==> src/rtl/uart_tx_arbiter.sv <==
// Message-level round-robin arbiter sharing one UART transmitter among N_REQ byte-stream requesters.
// An owner keeps the transmitter for a whole message; a stalled owner loses it after HOLD_MAX cycles.
module uart_tx_arbiter #(
  parameter int N_REQ    = 2,
  parameter int HOLD_MAX = 1_000_000
) (
  input  logic               clk,
  input  logic               reset,
  input  logic [N_REQ-1:0]   req_valid,
  input  logic [8*N_REQ-1:0] req_data,
  input  logic [N_REQ-1:0]   req_last,
  output logic [N_REQ-1:0]   req_ready,
  output logic [N_REQ-1:0]   grant,
  output logic               tx_start,
  output logic [7:0]         tx_byte,
  input  logic               tx_busy,
  output logic               arb_busy
);

  localparam int PW = (N_REQ > 1) ? $clog2(N_REQ) : 1;
  localparam int SW = $clog2(HOLD_MAX + 1);

  typedef enum logic [2:0] {IDLE, LOAD, START, WAIT_BUSY, WAIT_DONE} state_t;

  state_t          state, state_next;
  logic [PW-1:0]   rr_ptr;
  logic [PW-1:0]   owner;
  logic [PW-1:0]   pick;
  logic            pick_found;
  logic [SW-1:0]   stall_cnt;
  logic            last_flag;
  logic            handshake;
  logic            stall_expire;
  logic            release_now;

  // Descending scan so the lowest offset from rr_ptr wins.
  always_comb begin
    pick       = '0;
    pick_found = 1'b0;
    for (int i = N_REQ - 1; i >= 0; i--) begin
      if (req_valid[(int'(rr_ptr) + i) % N_REQ]) begin
        pick       = PW'((int'(rr_ptr) + i) % N_REQ);
        pick_found = 1'b1;
      end
    end
  end

  assign handshake    = (state == LOAD) && req_valid[owner] && !tx_busy;
  assign stall_expire = (state == LOAD) && !handshake && (stall_cnt == SW'(HOLD_MAX - 1));
  assign release_now  = ((state == WAIT_DONE) && !tx_busy && last_flag) || stall_expire;
  assign req_ready    = grant & {N_REQ{handshake}};
  assign tx_start     = (state == START);
  assign arb_busy     = (state != IDLE);

  always_comb begin
    state_next = state;
    unique case (state)
      IDLE:      if (pick_found) state_next = LOAD;
      LOAD: begin
        if (handshake)         state_next = START;
        else if (stall_expire) state_next = IDLE;
      end
      START:     state_next = WAIT_BUSY;
      WAIT_BUSY: if (tx_busy) state_next = WAIT_DONE;
      WAIT_DONE: if (!tx_busy) state_next = last_flag ? IDLE : LOAD;
      default:   state_next = IDLE;
    endcase
  end

  // Release (end of message or stall timeout) takes priority over the stall increment.
  always_ff @(posedge clk) begin
    if (reset) begin
      state     <= IDLE;
      grant     <= '0;
      owner     <= '0;
      rr_ptr    <= '0;
      stall_cnt <= '0;
      tx_byte   <= 8'h00;
      last_flag <= 1'b0;
    end else begin
      state <= state_next;
      if ((state == IDLE) && pick_found) begin
        grant <= {{(N_REQ-1){1'b0}}, 1'b1} << pick;
        owner <= pick;
      end
      if (handshake) begin
        tx_byte   <= req_data[{owner, 3'b000} +: 8];
        last_flag <= req_last[owner];
        stall_cnt <= '0;
      end else if (state == LOAD) begin
        stall_cnt <= stall_cnt + SW'(1);
      end
      if (release_now) begin
        grant     <= '0;
        stall_cnt <= '0;
        rr_ptr    <= (owner == PW'(N_REQ - 1)) ? '0 : owner + PW'(1);
      end
    end
  end

endmodule

==> config.mk <==
export PLATFORM = sky130hd
export DESIGN_NAME = uart_tx_arbiter
export DESIGN_NICKNAME = d
export VERILOG_FILES = /design/src/rtl/uart_tx_arbiter.sv
export SDC_FILE = /design/constraint.sdc
export NUM_CORES = 1
export LEC_CHECK = 0
export CAP_MARGIN = 5
export CELL_PAD_IN_SITES_DETAIL_PLACEMENT = 1
export CELL_PAD_IN_SITES_GLOBAL_PLACEMENT = 1
export CORE_MARGIN = 2
export CORE_UTILIZATION = 38
export DETAILED_ROUTE_END_ITERATION = 7
export PLACE_DENSITY = 0.77
export SYNTH_ARGS = -nofsm -noshare
export SYNTH_HDL_FRONTEND = slang
export SYNTH_SLANG_ARGS = --single-unit
==> constraint.sdc <==
create_clock -name clk -period 2.2 [get_ports clk]
set_input_delay 0.44 -clock clk [delete_from_list [all_inputs] [get_ports clk]]
set_output_delay 0.44 -clock clk [all_outputs]
set_load 0.005 [all_outputs]
==> flow_summary.ini <==
[outcome]
status = completed

[floorplanning]
die_y_um = 75.1
rows = 25
start_util = 0.399
num_io_pins = 37
die_x_um = 75.1
core_mm2 = 0.00482
die_area_mm2 = 0.00565

[worst_setup_path]
reg2regPathDepth = 5
cp.arrival_ns = 2.33
start_kind = register
end_kind = register
r2r_end = stall_cnt[18]
worstPathMaxFanout = 4
regToRegSetupSlack_ns = 0.07
r2r-start = state[1]
crit_required_ns = 2.40
worstSetupPathType = reg -> reg

[global_routing]
grt_start_max_net_pins = 34
grt_pass1_wl_um = 9090
grt_pass1_vias = 1885
grt.total_usage = 0.210
antenna_found_initial = 0
overflow = 0

[synth]
ys_top_cells_by_area = dfxtp_1 37%, a211oi_1 6.2%, mux2i_1 5.2%
synth_flop_cell = dfxtp_1
synth_edf_count = 0
yosysTopAreaCell = dfxtp_1
avgSynthCellArea_um2 = 8.40
syn_area_mm2 = 0.00192
synth_fp_nets = 253
synth_commonest_cells = 36 x dfxtp_1, 20 x nor2_1, 16 x a211oi_1, 16 x nor3_1
yosys_warnings = 0
synth_most_common_cell = dfxtp_1
synthArstFlopShare = 0
ys_types = 46
synth_top_area_share = 0.375
synth-seq-cells = 36
ys_seq_area_frac = 0.375
syn-instance-count = 229

[sta]
slew_headroom = 0.653
worstMarginPinSlew_ns = 0.514
worst_slack_ns = 0.0743
hold_viol_final = 0
fmax_ghz = 0.470
drv_slew = 0
skew_ns = 0.00447
fin_crit_sh = 0.966
setup-violations-final = 0
rsz0062_at_grt = no
final.min_clock_period_ns = 2.13
hold_ws_ns = 0.494

[detailed_routing]
vias = 1942
wire_per_inst_um = 16.0
vias_per_cell = 5.55
wl_um = 5610
antenna_left = 0
drc_errors = 0
drt_iter0_drc = 82
firstDrtPassIters = 4

[clocking]
clockBufferDepth = 2
htreeDepth = 2
hold_buffers = 0
cts_inserted_buffers = 5
ctsRootBufferMaster = clkbuf_8
clkLatencyLatePin_ns = 0.28
cts_num_sinks = 36
clkTransAtPathRegs_ns = 0.07
cts_tree = built

[finish]
fin_cells = 350
drive_gt1_frac = 0.155
area_delta_synth_final_pct = 34.7
antenna_cells = 0
utilization = 0.538
nets = 306

[placed_design]
place.gp.congestion = 0.791
place_ws_ns = -0.144
hpwl_um = 4190
place_inst = 341
port_buffers = 36

[hold_path]
hp-start = grant[1]
holdPathEnd = grant[1]
hp-class = reg -> reg
holdPathStages = 2

[power_and_ir_drop]
p_per_area_mw_per_mm2 = 597
ir_drop_mv = 0.346
power_w = 0.00155
p_leak_nw = 0.858

[flow_run]
max_cap_viol_count = 0
[layout by cell type, fill, tap and decap left out, drive strengths merged, types with 11 or more instances in the layout]
cell and n:
buf 23, clkdlybuf4s50 34, nor3 17, a21oi 13
dfxtp 36, nand2 13, a211oi 17, nand4 11
nor2 20
[cell type report]
cell class,count,area [um^2]
tap,67,83.8
multi-input combinational,170,1130
sequential,36,722
inverter,10,37.5
timing repair buffer,59,531
fill,608,2230
clock buffer,8,90.1
[repair_timing]
action / in CTS / in global routing
endpoints found under the setup margin: 2 / 2
hold endpoints to repair: 0 / 0
resized for setup: 3 / 2
setup buffers: 1 / 0
pin swaps: 3 / 1
[worst max path at each step]
stage / cells after the start / slack (ns) / end / start
after floorplan: 5 / 0.13 / req_ready[0] / state[2]
after global placement: 5 / -0.10 / req_ready[0] / req_valid[1]
after detailed placement: 5 / -0.14 / req_ready[1] / req_valid[1]
after CTS: 5 / 0.02 / stall_cnt[18] / state[0]
after global routing: 5 / 0.008 / stall_cnt[18] / state[0]
final: 5 / 0.07 / stall_cnt[18] / state[1]
[flip-flops by register name, summed over array words and instances, names as in the netlist]
signal     count
state          3
grant          2
stall_cnt     20
last_flag      1
owner          1
rr_ptr         1
tx_byte        8
[per-layer routing]
layer	up-vias	wire (um)	track usage
li1	964	-	-
met1	951	2580	0.283
met2	23	2860	0.349
met3	4	129	0.0415
met4	0	42	0.0507
met5	-	0	0
[cell families (layout without fill, tap and decap cells)]
| logic type | count (synthesis) | in the layout | share of synthesized area |
|---|---|---|---|
| xor+xnor | 8 | 8 | 0.0364 |
| compound gates | 49 | 49 | 0.176 |
| flops | 36 | 36 | 0.375 |
| mux | 12 | 12 | 0.0638 |
| simple gates | 100 | 100 | 0.295 |
| buf+inv | 23 | 77 | 0.0468 |
| fa+ha+maj | 1 | 1 | 0.00651 |
[critical path, stage by stage, from the launching register on]
cell and delay, ns:
dfxtp_1 0.32, or3b_4 0.42, buf_4 0.16, or4_4 0.55, or4_4 0.43, a211oi_2 0.18
[per-stage QoR]
| step | area, um^2 | setup TNS [ns] |
|---|---|---|
| 5_1_grt | 2590 | 0 |
| 3_5_place_dp | 2490 | -0.278 |
| 4_1_cts | 2580 | 0 |
| 2_1_floorplan | 1920 | 0 |
| 3_3_place_gp | 2490 | -0.204 |
| 6_report | 2590 | 0 |
[power breakdown]
group	internal (W)	leakage, nW	switching [W]
clock	0.000256	0.0455	0.000232
sequential	0.000683	0.292	0.0000210
combinational	0.000182	0.521	0.000175
Power figures use the tool's default switching activity.
